==> src/rtl/calc_pkg.sv <==
// Shared constants and state encoding for the serial hex calculator
// command sequencer.
package calc_pkg;

    localparam logic [7:0] CH_CR    = 8'h0D;
    localparam logic [7:0] CH_LF    = 8'h0A;
    localparam logic [7:0] CH_E     = 8'h45;
    localparam logic [7:0] CH_V     = 8'h56;
    localparam logic [7:0] CH_PLUS  = 8'h2B;
    localparam logic [7:0] CH_MINUS = 8'h2D;
    localparam logic [7:0] CH_STAR  = 8'h2A;
    localparam logic [7:0] CH_AMP   = 8'h26;

    localparam logic [1:0] OP_ADD = 2'd0;
    localparam logic [1:0] OP_SUB = 2'd1;
    localparam logic [1:0] OP_MUL = 2'd2;
    localparam logic [1:0] OP_AND = 2'd3;

    typedef enum logic [2:0] {
        ACC_A,
        ACC_B,
        DISCARD,
        CALC,
        WAIT_DONE,
        SEND
    } state_t;

endpackage

==> src/rtl/calc_cmd_sequencer_hex_ascii_conv.sv <==
// Combinational ASCII <-> hex nibble conversion (accepts both letter
// cases on input, emits uppercase on output).
module hex_ascii_conv (
    input  logic [7:0] byte_in,
    output logic [3:0] nibble_out,
    output logic       is_hex,
    input  logic [3:0] nibble_in,
    output logic [7:0] char_out
);

    always_comb begin
        nibble_out = 4'h0;
        is_hex     = 1'b0;
        if (byte_in >= 8'h30 && byte_in <= 8'h39) begin
            nibble_out = 4'(byte_in - 8'h30);
            is_hex     = 1'b1;
        end else if (byte_in >= 8'h41 && byte_in <= 8'h46) begin
            nibble_out = 4'(byte_in - 8'h37);
            is_hex     = 1'b1;
        end else if (byte_in >= 8'h61 && byte_in <= 8'h66) begin
            nibble_out = 4'(byte_in - 8'h57);
            is_hex     = 1'b1;
        end
    end

    always_comb begin
        if (nibble_in < 4'd10) char_out = 8'h30 + {4'h0, nibble_in};
        else                   char_out = 8'h37 + {4'h0, nibble_in};
    end

endmodule

==> src/rtl/calc_cmd_sequencer.sv <==
// Line parser / launcher / responder between the UART and the
// arithmetic unit of the serial hex calculator.
module calc_cmd_sequencer
    import calc_pkg::*;
#(
    parameter int         DIGITS = 4,
    parameter logic [7:0] TERM   = 8'h0D
) (
    input  logic                CLK,
    input  logic                RST,
    input  logic [9:0]          RX_DATA,
    input  logic                RX_DATA_EN,
    output logic [4*DIGITS-1:0] OP_A,
    output logic [4*DIGITS-1:0] OP_B,
    output logic [1:0]          OPCODE,
    output logic                CALC_START,
    input  logic                CALC_DONE,
    input  logic [4*DIGITS-1:0] CALC_RES,
    input  logic                CALC_OVF,
    output logic [7:0]          TX_DATA,
    output logic                TX_VALID,
    input  logic                TX_RDY,
    output logic                BUSY,
    output logic                RX_DROP
);

    localparam int W  = 4 * DIGITS;
    localparam int CW = $clog2(DIGITS + 1);
    localparam int IW = $clog2(DIGITS + 2);
    localparam logic [CW-1:0] DIG_C = CW'(DIGITS);
    localparam logic [IW-1:0] DIG_I = IW'(DIGITS);

    state_t        state, state_d;
    logic [W-1:0]  op_a_d, op_b_d;
    logic [1:0]    opc_d;
    logic [CW-1:0] cnt, cnt_d;
    logic [W-1:0]  res_q, res_d;
    logic          resp_num, num_d;
    logic [7:0]    resp_char, rch_d;
    logic [IW-1:0] idx, idx_d;
    logic [IW-1:0] last_idx;

    logic [7:0] rx_byte;
    logic       rx_flag;
    logic [3:0] rx_nib;
    logic       rx_hex;
    logic       is_op;
    logic [1:0] op_dec;
    logic       word_hex, word_op, word_term;
    logic [7:0] tx_char;
    logic [7:0] rx_char_nc;
    logic [3:0] tx_nib_nc;
    logic       tx_hex_nc;
    logic       unused_conv;

    assign rx_byte = RX_DATA[7:0];
    assign rx_flag = |RX_DATA[9:8];

    hex_ascii_conv u_rx_conv (
        .byte_in    (rx_byte),
        .nibble_out (rx_nib),
        .is_hex     (rx_hex),
        .nibble_in  (4'h0),
        .char_out   (rx_char_nc)
    );

    hex_ascii_conv u_tx_conv (
        .byte_in    (8'h00),
        .nibble_out (tx_nib_nc),
        .is_hex     (tx_hex_nc),
        .nibble_in  (res_q[W-1 -: 4]),
        .char_out   (tx_char)
    );

    assign unused_conv = ^{rx_char_nc, tx_nib_nc, tx_hex_nc};

    always_comb begin
        is_op  = 1'b1;
        op_dec = OP_ADD;
        unique case (rx_byte)
            CH_PLUS:  op_dec = OP_ADD;
            CH_MINUS: op_dec = OP_SUB;
            CH_STAR:  op_dec = OP_MUL;
            CH_AMP:   op_dec = OP_AND;
            default:  is_op  = 1'b0;
        endcase
    end

    // A parity or framing error disqualifies every character class.
    assign word_hex  = !rx_flag && rx_hex;
    assign word_op   = !rx_flag && is_op;
    assign word_term = !rx_flag && (rx_byte == TERM);

    always_comb begin
        state_d = state;
        op_a_d  = OP_A;
        op_b_d  = OP_B;
        opc_d   = OPCODE;
        cnt_d   = cnt;
        res_d   = res_q;
        num_d   = resp_num;
        rch_d   = resp_char;
        idx_d   = idx;
        unique case (state)
            ACC_A: begin
                if (RX_DATA_EN) begin
                    if (word_hex && cnt < DIG_C) begin
                        op_a_d = (OP_A << 4) | W'(rx_nib);
                        cnt_d  = cnt + CW'(1);
                    end else if (word_op && cnt != '0) begin
                        opc_d   = op_dec;
                        cnt_d   = '0;
                        op_b_d  = '0;
                        state_d = ACC_B;
                    end else if (word_term) begin
                        num_d   = 1'b0;
                        rch_d   = CH_E;
                        idx_d   = '0;
                        state_d = SEND;
                    end else begin
                        state_d = DISCARD;
                    end
                end
            end
            ACC_B: begin
                if (RX_DATA_EN) begin
                    if (word_hex && cnt < DIG_C) begin
                        op_b_d = (OP_B << 4) | W'(rx_nib);
                        cnt_d  = cnt + CW'(1);
                    end else if (word_term && cnt != '0) begin
                        state_d = CALC;
                    end else if (word_term) begin
                        num_d   = 1'b0;
                        rch_d   = CH_E;
                        idx_d   = '0;
                        state_d = SEND;
                    end else begin
                        state_d = DISCARD;
                    end
                end
            end
            DISCARD: begin
                if (RX_DATA_EN && rx_byte == TERM) begin
                    num_d   = 1'b0;
                    rch_d   = CH_E;
                    idx_d   = '0;
                    state_d = SEND;
                end
            end
            CALC: state_d = WAIT_DONE;
            WAIT_DONE: begin
                if (CALC_DONE) begin
                    res_d   = CALC_RES;
                    num_d   = !CALC_OVF;
                    rch_d   = CH_V;
                    idx_d   = '0;
                    state_d = SEND;
                end
            end
            SEND: begin
                if (TX_RDY) begin
                    if (idx == last_idx) begin
                        op_a_d  = '0;
                        op_b_d  = '0;
                        cnt_d   = '0;
                        state_d = ACC_A;
                    end else begin
                        idx_d = idx + IW'(1);
                        // Shift so the next digit sits in the top nibble.
                        if (resp_num && idx < DIG_I) res_d = res_q << 4;
                    end
                end
            end
            default: state_d = ACC_A;
        endcase
    end

    always_ff @(posedge CLK or posedge RST) begin
        if (RST) begin
            state     <= ACC_A;
            OP_A      <= '0;
            OP_B      <= '0;
            OPCODE    <= OP_ADD;
            cnt       <= '0;
            res_q     <= '0;
            resp_num  <= 1'b0;
            resp_char <= 8'h00;
            idx       <= '0;
            RX_DROP   <= 1'b0;
        end else begin
            state     <= state_d;
            OP_A      <= op_a_d;
            OP_B      <= op_b_d;
            OPCODE    <= opc_d;
            cnt       <= cnt_d;
            res_q     <= res_d;
            resp_num  <= num_d;
            resp_char <= rch_d;
            idx       <= idx_d;
            RX_DROP   <= RX_DATA_EN && BUSY;
        end
    end

    assign last_idx   = resp_num ? DIG_I + IW'(1) : IW'(2);
    assign CALC_START = (state == CALC);
    assign TX_VALID   = (state == SEND);
    assign BUSY       = (state == CALC) || (state == WAIT_DONE)
                     || (state == SEND);

    always_comb begin
        TX_DATA = 8'h00;
        if (state == SEND) begin
            if (idx == last_idx)                  TX_DATA = CH_LF;
            else if (idx == last_idx - IW'(1))    TX_DATA = CH_CR;
            else if (resp_num)                    TX_DATA = tx_char;
            else                                  TX_DATA = resp_char;
        end
    end

endmodule

==> config.mk <==
export PLATFORM = sky130hd
export DESIGN_NAME = calc_cmd_sequencer
export DESIGN_NICKNAME = d
export VERILOG_FILES = /design/src/rtl/calc_pkg.sv /design/src/rtl/calc_cmd_sequencer_hex_ascii_conv.sv /design/src/rtl/calc_cmd_sequencer.sv
export SDC_FILE = /design/constraint.sdc
export NUM_CORES = 1
export LEC_CHECK = 0
export ABC_AREA = 0
export BUFFER_PORTS_ARGS = -buffer_cell sky130_fd_sc_hd__buf_4
export CAP_MARGIN = 30
export CORE_MARGIN = 3
export CORE_UTILIZATION = 45
export DETAILED_ROUTE_END_ITERATION = 7
export GPL_ROUTABILITY_DRIVEN = 0
export GPL_TIMING_DRIVEN = 0
export PLACE_DENSITY = 0.7
export SYNTH_ARGS = -nofsm -noshare
export SYNTH_HDL_FRONTEND = slang
export SYNTH_HIERARCHICAL = 1
export SYNTH_SLANG_ARGS = --single-unit
==> constraint.sdc <==
create_clock -name CLK -period 4.99 [get_ports CLK]
set_clock_uncertainty 0.15 [all_clocks]
set_input_delay 0.998 -clock CLK [delete_from_list [all_inputs] [get_ports CLK]]
set_output_delay 0.998 -clock CLK [all_outputs]
set_load 0.1 [all_outputs]
### Yosys cells after proc, flatten, opt, wreduce, memory -nomap -nowiden

Cells that the tools add are included.

* add/subtract/negate cells: 8
* order comparisons: 9
* equal/unequal tests: 28
* muxes and demuxes: 80
* bitwise gates (word level): 3
* reductions and logical operators: 33

Operator list (count)
* 2-to-1 mux 16 bit: 13
* 2-to-1 mux 8 bit: 14
* 2-to-1 mux 3 bit: 28
* case mux 16 bit (2 select lines): 2
* case mux 16 bit (3 select lines): 1
* == test 8 x 6 -> 1 bit, second input constant: 4
* bitwise OR 16 x 4 -> 16 bit: 2
* case mux 8 bit (4 select lines): 1
* != test 2 bit, second input constant: 12
* case mux 3 bit (6 select lines): 1
* greater-or-equal comparator 8 x 7 -> 1 bit, second input constant: 2
* <= comparator 8 x 7 -> 1 bit, second input constant: 2
* AND reduction 8 bit: 2
* case mux 3 bit (5 select lines): 1
* adder 6 x 4 -> 7 bit, first input constant: 2
* 2-to-1 mux 1 bit: 13
* logical AND 1 bit: 12
* 2-to-1 mux 4 bit: 3
* AND reduction 11 bit: 1
* AND reduction 5 bit: 2
* case mux 3 bit (3 select lines): 1
* AND reduction 9 bit: 1
* == test 8 x 4 -> 1 bit, second input constant: 1
* greater-or-equal comparator 8 x 6 -> 1 bit, second input constant: 1
* 27 further kinds: 39

* flip-flop bits (word level): 69
* input port bits: 32
* output and inout port bits: 46
* logic and storage cells: 171

### Depth between registers and ports, before layout

* word-level depth: 10
* depth in mapped cells: 12
* gate-level depth less buffers: 11

### Hierarchy

The synthesis kept the hierarchy.

By module, submodules not included
* calc_cmd_sequencer: times used 1, cells an instance 378, area each 3348.2 um^2, seq. area each 1601.5 um^2
* hex_ascii_conv at u_rx_conv: times used 1, cells an instance 37, area each 264.0 um^2, seq. area each 0.0 um^2
* hex_ascii_conv at u_tx_conv: times used 1, cells an instance 37, area each 262.8 um^2, seq. area each 0.0 um^2

### Least setup slack after synthesis

OpenSTA, ideal clock, no wires.

* kind: flip-flop to output port
* from: register state[1]
* to: output TX_DATA[2]
* arrival time: 3808 ps
* required time: 3842 ps
* path slack: 34 ps
* cell stages (with the launch flop): 8
* path buffers: 2
* cell sequence: dfrtp_1 -> clkbuf_1 -> nor2b_1 -> nand2_1 -> clkinv_1 -> buf_1 -> nand3_1 -> a31oi_1

* longest elaborated chain between the ends: 2

RTL lines
* start: declaration: line calc_cmd_sequencer.sv:33 `state_t state, state_d;`
* start signal: assignment: line calc_cmd_sequencer.sv:191 `state <= state_d;`
* == test 3 bit
* via TX_VALID: line calc_cmd_sequencer.sv:21 `output logic TX_VALID,`
* 2-to-1 mux 8 bit: line calc_cmd_sequencer.sv:212 `if (state == SEND) begin`
* end: declaration: line calc_cmd_sequencer.sv:20 `output logic [7:0] TX_DATA,`

The timed path passes the listed nets, and every way through them passes these cells.

### Worst setup path after layout

* from: input RX_DATA[1]
* to: register OP_B[4]

* longest elaborated chain between the ends: 9
* elaborated cells on any way between the ends: 26
* classes of those cells: order compare (6); eq/ne (7); mux (4); reduce/logical (9)

RTL lines
* start: declaration: line calc_cmd_sequencer.sv:11 `input logic [9:0] RX_DATA,`
* greater-or-equal comparator 8 x 7 -> 1 bit or <= comparator 8 x 7 -> 1 bit (tied branches): line calc_cmd_sequencer_hex_ascii_conv.sv:20 `end else if (byte_in >= 8'h61 && byte_in <= 8'h66) begin`
* logical AND 1 bit: line calc_cmd_sequencer_hex_ascii_conv.sv:20
* 2-to-1 mux 1 bit: line calc_cmd_sequencer_hex_ascii_conv.sv:20
* 2-to-1 mux 1 bit: line calc_cmd_sequencer_hex_ascii_conv.sv:17 `end else if (byte_in >= 8'h41 && byte_in <= 8'h46) begin`
* 2-to-1 mux 1 bit (*): line calc_cmd_sequencer_hex_ascii_conv.sv:14 `if (byte_in >= 8'h30 && byte_in <= 8'h39) begin`
* via rx_hex: line calc_cmd_sequencer.sv:46 `logic rx_hex;`
* logical AND 1 bit (*): line calc_cmd_sequencer.sv:90 `assign word_hex = !rx_flag && rx_hex;`
* logical AND 1 bit (*): line calc_cmd_sequencer.sv:107, calc_cmd_sequencer.sv:127
* != test 2 bit (no line)
* AND reduction 8 bit (no line) (*)
* end signal: assignment: line calc_cmd_sequencer.sv:193 `OP_B <= op_b_d;`
* end: declaration: line calc_cmd_sequencer.sv:14 `output logic [4*DIGITS-1:0] OP_B,`

Mark *: on every way through the listed nets, which the timed path passes. The rest lies on a longest branch.
A chain may end at the register's enable or synchronous reset.

==> impl_metrics.ini <==
[outcome]
violations = max-slew violations
status = complete, but fails checks

[cells_and_area]
regArea_sq_mm = 0.00160
fin_area_sq_mm = 0.00453
nNetsFinal = 542
fillers = 751
drive_above_1_share = 0.256
multi_input_area_sq_mm = 0.00178
antenna_cells = 0
syn_to_final_growth_pct = 25.6

[worst_setup_path]
start_kind = input pin
cp_top_family = compound AO/OA/AOI/OAI gates
path_class = input pin to flop
reg2reg_slack_ns = 2.39
max_stage_delay_ns = 0.66
crit_buf_inv = 3
crit_required_ns = 5.05
critical_path.max_fanout = 10
path_cells = buf_4 -> inv_1 -> ha_1 -> o21bai_1 -> a2111oi_2 -> or2_2 -> or4b_2 -> nand2_1 -> a32oi_1 -> a211oi_2 -> clkbuf_2 -> o21ai_0
critPathSlowestCell = or4b_2
startpoint = RX_DATA[1]
cp-end-kind = flop
worst-r2r-cell-count = 8
cp.depth = 12
arrival_ns = 4.05
worstReg2RegStart = resp_num
endpoint = OP_B[4]
r2r-end = res_q[6]

[synth]
syn-num-nets = 454
synth_area_sq_mm = 0.00361
yosys_warnings = 6
syn_inst = 414
syn_area_per_cell_sq_um = 8.71

[sta]
min_period_over_period = 0.798
clock.fmax_mhz = 251
relSlewSlack = -0.151
setup_violations = 0
setup_tns_ns = 0
fin_crit_ns = 3.98
rsz0062_at_grt = false
hold_violations = 0
tightestPinTransition_ns = 1.72
drv_slew = 1

[clock_tree]
h-tree-depth = 3
postCtsResizedCells = 0
tritoncts = yes
clock-sinks = 64
clk_pin_slew_ns = 0.07
clk-insertion-delay-late_ns = 0.33
cts_buffers = 9
postCtsSetupRepairBufs = 0
hold_buffers = 0
cts-root-buf = clkbuf_8
cts_buffer_depth = 2

[placed_design]
place_hpwl_mm = 6.42
port_buffers = 76
postPlaceCellArea_sq_mm = 0.00433

[grt]
antenna_found_initial = 0
grt_pass1_wl_mm = 14.1
grt.overflow.total = 0
grtUsageTotal = 0.196
grt_max_degree = 35
grt_pass1_vias = 3002

[floorplan]
start_util = 0.464
die_width_microns = 95.5
ios = 78
fp.dieH_microns = 95.5
rows = 32
die_area_sq_mm = 0.00913
design.core.area_sq_mm = 0.00777

[routing]
drtIter0Drc = 93
drc_errors = 0
drt-total-wl_mm = 8.55
via_per_inst = 5.29
antenna_left = 0
first_pass_iters = 4
routedWlPerCell_microns = 14.0
vias = 3220

[job]
drv_cap = 0

[worst_hold_path]
hold_path_class = flop to flop
-- registers in the layout, summed over array words and instances (netlist names) --
name,flops
OP_A,16
OP_B,16
resp_char,3
RX_DROP,1
resp_num,1
cnt,3
state,3
OPCODE,2
idx,3
res_q,16
-- cell usage in the layout, fill, tap and decap left out, types with 3 or more instances in the layout --
cell       n
a21o_1     4
a21oi_1    8
a22o_1     5
a31oi_1    3
and3_1     4
buf_4     79
clkbuf_1  11
clkbuf_8  10
dfrtp_1   64
ha_1       8
inv_1     32
mux2_2    14
nand2_1   91
nand2b_1   4
nand3_1   24
nor2_1    16
nor2b_1    5
nor3_1     3
nor3b_1    4
o21ai_0   49
o21bai_1   3
-- metrics by stage --
step	utilization	std cells	hold WS [ns]	worst slack, ns
after detailed placement	0.557	593	0.315	0.629
final	0.583	609	0.330	1.01
after global routing	0.583	609	0.360	0.773
after CTS	0.583	609	0.331	1.01
after floorplan	-	414	0.291	0.0344
after global placement	0.554	592	0.310	0.710
-- worst min-delay path by stage --
stage | from | to | slack (ns) | cells after the start
global placement | resp_char[2] | resp_char[2] | 0.31 | 1
floorplan | resp_char[2] | resp_char[2] | 0.29 | 1
detailed placement | resp_char[2] | resp_char[2] | 0.31 | 1
finish | resp_char[2] | resp_char[2] | 0.33 | 1
CTS | resp_char[2] | resp_char[2] | 0.33 | 1
global route | resp_char[2] | resp_char[2] | 0.36 | 1
-- routing by layer --
metal  track usage  vias up  part of all wire
li1              -     1603                 -
met2         0.317       66              0.48
met4        0.0711        0             0.011
met1         0.256     1543              0.45
met5             0        -                 0
met3        0.0458        8             0.060
-- area by class of cell --
cell class | instances | area share
Clock buffer | 10 | 0.0304
Tap cell | 102 | 0.0282
Sequential cell | 64 | 0.353
Inverter | 34 | 0.0282
Clock inverter | 6 | 0.0149
Timing Repair Buffer | 77 | 0.130
Buffer | 20 | 0.0215
Multi-Input combinational cell | 296 | 0.393
Power is left out: the tool's default activity adds up to more than one toggle a clock period on the data nets, which glitch-free logic cannot reach.
